### src/rtl/reg_window_file.sv
// Windowed register file for the p18240 datapath.
// NWIN physical windows of NREGS registers form a circular buffer; when the
// buffer overflows or underflows, the oldest window is spilled to (or filled
// back from) an external memory over a req/ack handshake while busy is high.
module reg_window_file #(
  parameter int WIDTH       = 16,
  parameter int NREGS       = 8,
  parameter int NWIN        = 4,
  parameter int SPILL_DEPTH = 16,
  localparam int SW = $clog2(NREGS),
  localparam int WW = $clog2(NWIN),
  localparam int AW = $clog2(SPILL_DEPTH * NREGS)
) (
  input  logic                   clock,
  input  logic                   reset,
  input  logic [SW-1:0]          selA,
  input  logic [SW-1:0]          selB,
  output logic [WIDTH-1:0]       outA,
  output logic [WIDTH-1:0]       outB,
  output logic [NREGS*WIDTH-1:0] outView,
  input  logic [WIDTH-1:0]       in,
  input  logic                   load_L,
  input  logic [1:0]             winAddSub,
  output logic [WW-1:0]          cwp,
  output logic                   busy,
  output logic                   winErr,
  output logic                   memReq,
  output logic                   memWe,
  output logic [AW-1:0]          memAddr,
  output logic [WIDTH-1:0]       memWData,
  input  logic [WIDTH-1:0]       memRData,
  input  logic                   memAck
);

  localparam int SPW = $clog2(SPILL_DEPTH + 1);
  localparam int OW  = $clog2(NWIN + 1);

  localparam logic [1:0] IDLE  = 2'd0;
  localparam logic [1:0] SPILL = 2'd1;
  localparam logic [1:0] FILL  = 2'd2;

  localparam logic [OW-1:0]  OCC_FULL = OW'(NWIN);
  localparam logic [OW-1:0]  OCC_ONE  = OW'(1);
  localparam logic [SPW-1:0] SP_FULL  = SPW'(SPILL_DEPTH);
  localparam logic [SW-1:0]  K_LAST   = SW'(NREGS - 1);

  logic [1:0]     state;
  logic [OW-1:0]  occupied;
  logic [SPW-1:0] spilled;
  logic [SW-1:0]  k;
  logic [NWIN-1:0][NREGS-1:0][WIDTH-1:0] regs;

  logic [WW-1:0]  cwp_up;
  logic [WW-1:0]  cwp_dn;
  logic           push;
  logic           pop;
  logic [SPW-1:0] blk;

  assign cwp_up = cwp + 1'b1;
  assign cwp_dn = cwp - 1'b1;
  assign push   = (winAddSub == 2'b01);
  assign pop    = (winAddSub == 2'b10);

  // Read ports and the whole-window view always show the current window
  always_comb begin
    outA    = regs[cwp][selA];
    outB    = regs[cwp][selB];
    outView = regs[cwp];
  end

  // Memory side of the handshake: spills go to the next free block, fills read the last used one
  always_comb begin
    blk      = (state == FILL) ? spilled - 1'b1 : spilled;
    busy     = (state != IDLE);
    memReq   = (state != IDLE);
    memWe    = (state == SPILL);
    memAddr  = '0;
    memWData = '0;
    if (state != IDLE) memAddr = AW'(32'(blk) * NREGS + 32'(k));
    if (state == SPILL) memWData = regs[cwp_up][k];
  end

  // Register writes, window pointer bookkeeping and the spill/fill sequencer
  always_ff @(posedge clock) begin
    if (reset) begin
      state    <= IDLE;
      cwp      <= '0;
      occupied <= OCC_ONE;
      spilled  <= '0;
      k        <= '0;
      winErr   <= 1'b0;
      regs     <= '0;
    end else begin
      case (state)
        IDLE: begin
          if (!load_L) regs[cwp][selA] <= in;
          if (push) begin
            if (occupied != OCC_FULL) begin
              cwp      <= cwp_up;
              occupied <= occupied + 1'b1;
            end else if (spilled != SP_FULL) begin
              state <= SPILL;
              k     <= '0;
            end else begin
              winErr <= 1'b1;
            end
          end else if (pop) begin
            if (occupied != OCC_ONE) begin
              cwp      <= cwp_dn;
              occupied <= occupied - 1'b1;
            end else if (spilled != '0) begin
              state <= FILL;
              k     <= '0;
            end else begin
              winErr <= 1'b1;
            end
          end
        end
        SPILL: begin
          if (memAck) begin
            if (k == K_LAST) begin
              spilled <= spilled + 1'b1;
              cwp     <= cwp_up;
              k       <= '0;
              state   <= IDLE;
            end else begin
              k <= k + 1'b1;
            end
          end
        end
        FILL: begin
          if (memAck) begin
            regs[cwp_dn][k] <= memRData;
            if (k == K_LAST) begin
              spilled <= spilled - 1'b1;
              cwp     <= cwp_dn;
              k       <= '0;
              state   <= IDLE;
            end else begin
              k <= k + 1'b1;
            end
          end
        end
        default: state <= IDLE;
      endcase
    end
  end

endmodule
### config.mk
export PLATFORM = sky130hd
export DESIGN_NAME = reg_window_file
export DESIGN_NICKNAME = d
export VERILOG_FILES = /design/src/rtl/reg_window_file.sv
export SDC_FILE = /design/constraint.sdc
export NUM_CORES = 2
export LEC_CHECK = 0
export ABC_AREA = 1
export CORE_AREA = 2 2 268 270
export CTS_BUF_LIST = sky130_fd_sc_hd__clkbuf_4 sky130_fd_sc_hd__clkbuf_8 sky130_fd_sc_hd__clkbuf_16
export CTS_CLUSTER_DIAMETER = 60
export DETAILED_ROUTE_END_ITERATION = 8
export DIE_AREA = 0 0 270 272
export GPL_ROUTABILITY_DRIVEN = 0
export PLACE_DENSITY = 0.81
export SLEW_MARGIN = 25
export SYNTH_ARGS = -nofsm -noshare
export SYNTH_HDL_FRONTEND = slang
export SYNTH_SLANG_ARGS = --single-unit
### constraint.sdc
create_clock -name clock -period 2.63 [get_ports clock]
set_input_delay 0.3945 -clock clock [delete_from_list [all_inputs] [get_ports clock]]
set_output_delay 0.3945 -clock clock [all_outputs]
set_load 0.005 [all_outputs]
==> key figures, run 1 <==
Outcome
  • Run status: did not finish
  • Failed at: global routing
  • Tool error: [ERROR GRT-0232] Routing congestion too high. Check the congestion heatmap in the GUI.

Synthesis
  • Ranking of synthesized cells by area: nand2_1 29%, dfxtp_1 27%, nor2_1 11%, nand3_1 7.6%, inv_1 6.7%
  • Ys flop type: dfxtp_1
  • Fraction of registers with async set/reset: 0
  • Netlist Area Pre-Place: 39,100 sq um
  • Synth area leader: nand2_1
  • Avg Inst Size Synth: 5.35 sq um
  • Number of synthesized register bits: 528
  • Commonest cells post-synth: 3,046 x nand2_1, 1,135 x nor2_1, 699 x inv_1
  • Seq/Total Area, Yosys: 0.270
  • EDFF count, synth: 0
  • Yosys top cell area share: 0.292
  • Synth unique cells: 32
  • Ys Warns: 0
  • Syn nets: 7,375
  • Count leader, synth: nand2_1
  • Cells after Synth: 7,313

Floorplanning
  • Cell Rows: 98
  • Initial core utilization: 0.553
  • Die Y: 272 microns
  • Chip Width: 270 microns
  • I/O pins: 233

Clock network
  • Root buf cell: clkbuf_16
  • Clock Path Buffers: 3
  • Cts hold-fix bufs: 0
  • Sink Count: 528
  • CTS Buf Count: 60
  • H-Tree Depth: 2

Placed design
  • Place WS: -494 ps
  • Placed Area: 45,300 sq um
  • Inst Count DP: 8,457
  • Hpwl dp: 125,000 microns
  • Port bufs: 232

Global routing
  • GRT Util Overall: 0.717
  • Largest net degree at the start of global routing: 65
  • Overflow left after global routing: 16

Timing
  • Worst endpoint type: primary output
  • Worst EP post-GRT repair: memWData[7]
-- layer usage --
layer,GRT overflow,GRT usage
met1,1,0.707
met2,4,0.830
met3,3,0.644
met4,8,0.676
met5,0,0.474
-- stage by stage --
stage	TNS (ps)	util
after CTS	-64660	0.721
after detailed placement	-15750	0.640
after floorplan	-0.452	-
after global placement	-14400	0.640
-- repair_timing --
action / CTS
setup endpoints to repair: 192
cloned: 44
pin swaps: 135
gates resized for setup: 681
buffers inserted: 78
-- cell families after synthesis --
kind of cell | after synthesis | synth area share
buffers and inverters | 1263 | 0.133
DFF | 528 | 0.270
xor gates and xnor gates | 1 | 0.000224
AOI/OAI and AO/OA | 636 | 0.0940
adders and majority gates | 18 | 0.00576
and+or+nand+nor | 4867 | 0.497
==> run 2, diff against run 1 <==
Settings changed: CORE_AREA 2 2 268 270 to 2 2 316 318, CTS_BUF_LIST sky130_fd_sc_hd__clkbuf_4 sky130_fd_sc_hd__clkbuf_8 sky130_fd_sc_hd__clkbuf_16 to not set, CTS_CLUSTER_DIAMETER 60 to not set, DIE_AREA 0 0 270 272 to 0 0 318 320, PLACE_DENSITY 0.81 to not set, PLACE_DENSITY_LB_ADDON set to 0.15.
Clock period 2.63 ns to 3.42 ns, I/O delays scaled along.
==> key figures, run 2 <==
Outcome
  • Run status: finished with violations
  • Violated checks: setup timing

Final layout
  • Fillcell total: 10.4k
  • Fin area: 48,600 sq um
  • Commonest cells after routing, fill and taps aside: 2,860 x nand2_1, 1,117 x nor2_1, 695 x inv_1
  • Multi-input logic area: 24,500 sq um
  • Final-stage net count: 7,466
  • Area grow syn2layout: 24.4%
  • Regs by FF count: regs x512, spilled x5
  • Max reg flops: 512
  • Largest Register: regs
  • Layout cell share with drive strength beyond 1: 0.108
  • Commonest non-fill, non-tap cell in the layout: nand2_1
  • Sequential Area: 10,600 sq um

Synthesis
  • Ranking of synthesized cells by area: nand2_1 29%, dfxtp_1 27%, nor2_1 11%, nand3_1 7.6%, inv_1 6.7%
  • Count leader, synth: nand2_1
  • Synth unique cells: 32
  • Post-synthesis compound-gate area fraction: 0.0940
  • Synth area leader: nand2_1
  • Commonest cells post-synth: 3,046 x nand2_1, 1,135 x nor2_1, 699 x inv_1
  • Adder-Cell Fraction of Synth Area: 0.00576
  • Fraction of registers with async set/reset: 0
  • Mux cell area share after synthesis: 0
  • Cells after Synth: 7,313
  • Ys flop type: dfxtp_1
  • Avg Inst Size Synth: 5.35 sq um
  • Netlist Area Pre-Place: 39,100 sq um
  • Yosys top cell area share: 0.292
  • Synth Area in XOR/XNOR: 0.000224
  • Largest family of logic cells by synthesized area: simple AND/OR/NAND/NOR gates
  • EDFF count, synth: 0
  • Seq/Total Area, Yosys: 0.270
  • Syn nets: 7,375
  • Number of synthesized register bits: 528
  • Simple-Gate Fraction of Synth Area: 0.497
  • Ys Warns: 0

Pwr
  • Comb power frac: 0.670
  • Power density cells: 967 nW/um^2
  • Max VDD drop: 0.000682 V
  • Int Pwr: 22,600 uW
  • Switch share: 0.520
  • Clock network power share: 0.157
  • Pleak: 0.0259 uW
  • Net load switching power: 24,500 uW
  • Sequential cell fraction of total power: 0.173

Critical path
  • FF-to-FF End: regs[302]$_SDFFE_PP0P_
  • Critical Path Start Type: flop
  • Worst setup EP type: output pin
  • Setup CP Type: reg -> out
  • CP Cell Sequence: buf_16, buf_4, buf_16, nand2_1, nand3_1, nand2_2, nand2_1, nand3_1, nand2_1, nand2_1, nand2_2, clkdlybuf4s50_1
  • Crit Path Max Fanout: 13
  • R2R depth: 12
  • Crit path DAT: 2990 ps
  • Crit path top cell by count: nand2_1
  • CP peak stage delay: 500 ps
  • Reg-to-reg slack, setup: 370 ps
  • Slowest CP cell: clkdlybuf4s50_1
  • R2r startpoint: cwp[0]$_SDFFE_PP0P_
  • Worst Path Required: 2910 ps

Clock network
  • Reg clk slew, reported paths: 60 ps
  • CTS Buf Count: 69
  • Clk_lat worst skew: 660 ps
  • CTS tree: done
  • Root buf cell: clkbuf_16
  • H-Tree Depth: 3
  • Clock Path Buffers: 3
  • Sink Count: 528

Route
  • Drt wl/cell: 25.0 microns
  • Post-DR vias/cell: 5.78
  • # DRC: 0
  • Vias: 50.5k
  • Antenna violation net count after detailed routing: 0
  • Total Wirelength: 219,000 microns
  • DR iter-0 viols: 8,664
  • Detailed Routing Iterations Pass 1: 7

Worst hold path
  • Beginning of the worst hold path: winErr$_SDFFE_PP0P_
  • Hold Crit Depth: 2
  • Hold WC Path Type: reg -> reg
  • WHS Endpoint: winErr$_SDFFE_PP0P_

Timing
  • RSZ-0062 raised after global routing: true
  • Worst clock skew: 26.1 ps
  • Final Hold Vio Count: 0
  • Slew Viols, Final: 0
  • Final critical-path required period: 3500 ps
  • Final WS setup: -79.2 ps
  • Sum Neg Setup Slack: -487 ps
  • Least-Margin Pin Slew: 968 ps
  • Min Hold Slack: 460 ps
  • Max transition margin: 0.354
  • Final Setup Violations: 18
  • Max Clock Freq: 286 MHz
  • Tcrit/Tclk final: 1.02

Placed design
  • Hpwl dp: 127,000 microns
  • Port bufs: 232
  • Placed Area: 42,700 sq um
  • Place WS: 92.9 ps

Global routing
  • Overflow left after global routing: 0
  • Largest net degree at the start of global routing: 96
  • Global-route wire length before repair: 306,000 microns
  • Initial antenna violation count: 8
  • GRT Util Overall: 0.403
  • Vias in the first global route: 44.7k

Floorplanning
  • Die area: 102,000 sq um
  • Die Y: 320 microns
  • Initial core utilization: 0.399
  • Core ar.: 98,000 sq um
  • I/O pins: 233
  • Cell Rows: 115
  • Chip Width: 318 microns

Job
  • Max-cap violations: 0
## run 2: cell counts after synthesis
Identical to the previous run, type by type.
## run 2: cells by family (layout without fill, tap and decap cells)
logic type / Yosys count / in the layout
xor+xnor: 1 / 1
simple gates: 4867 / 4867
flops: 528 / 528
fa+ha+maj: 18 / 18
buf+inv: 1263 / 1403
compound gates: 636 / 636
other cells: 0 / 5
## run 2: worst max path at each step
stage / start / end / slack, ps
2_1_floorplan: cwp[0]$_SDFFE_PP0P_ / memWData[7] / 420
3_3_place_gp: cwp[0]$_SDFFE_PP0P_ / memWData[1] / 90
3_5_place_dp: cwp[0]$_SDFFE_PP0P_ / memWData[1] / 90
4_1_cts: cwp[0]$_SDFFE_PP0P_ / memWData[1] / -110
5_1_grt: cwp[0]$_SDFFE_PP0P_ / outB[5] / -80
6_report: cwp[0]$_SDFFE_PP0P_ / outB[8] / -80
## run 2: per-layer routing
layer / share of wire / track usage / vias up
met1: 0.37 / 0.514 / 23000
li1: - / - / 22800
met3: 0.16 / 0.139 / 809
met4: 0.076 / 0.273 / 15
met2: 0.39 / 0.568 / 3965
met5: 0.00088 / 0 / -
## run 2: what timing repair did
item,4_1_cts,5_1_grt
pin swaps,22,39
hold buffers,0,0
endpoints found under the setup margin,81,42
hold endpoints to repair,0,0
resized for setup,328,150
setup buffers,43,31
gates cloned,40,18
## run 2: power by group through the flow
stage | logic [uW] | clock network (uW) | registers, uW
floorplan | 13200 | 0 | 8080
global placement | 23800 | 0 | 8200
detailed placement | 23800 | 0 | 8220
CTS | 28300 | 7340 | 8100
global route | 32500 | 7590 | 8270
finish | 31500 | 7400 | 8140
## run 2: per-stage QoR
step | instances | utilization | power [uW]
final | 8745 | 0.496 | 47000
after global routing | 8740 | 0.496 | 48300
after CTS | 8693 | 0.483 | 43700
after detailed placement | 8490 | 0.436 | 32000
after global placement | 8490 | 0.436 | 32000
after floorplan | 7313 | - | 21300
## run 2: worst max-delay path, delay by kind of cell (launching register included)
kind,cells,cell delay (ps)
buffers and inverters,4,1080
flip-flops,1,400
AND/OR/NAND/NOR,8,840
## run 2: area by class of cell
| class | instances | area share |
|---|---|---|
| Sequential cell | 528 | 0.218 |
| Multi-Input combinational cell | 5522 | 0.503 |
| Inverter | 706 | 0.0552 |
| Clock buffer | 104 | 0.0421 |
| Antenna cell | 5 | 0.000257 |
| Clock inverter | 16 | 0.00270 |
| Timing Repair inverter | 1 | 0.000232 |
| Timing Repair Buffer | 576 | 0.146 |
| Tap cell | 1287 | 0.0331 |
Note: power is estimated with default switching activity, not from simulation.
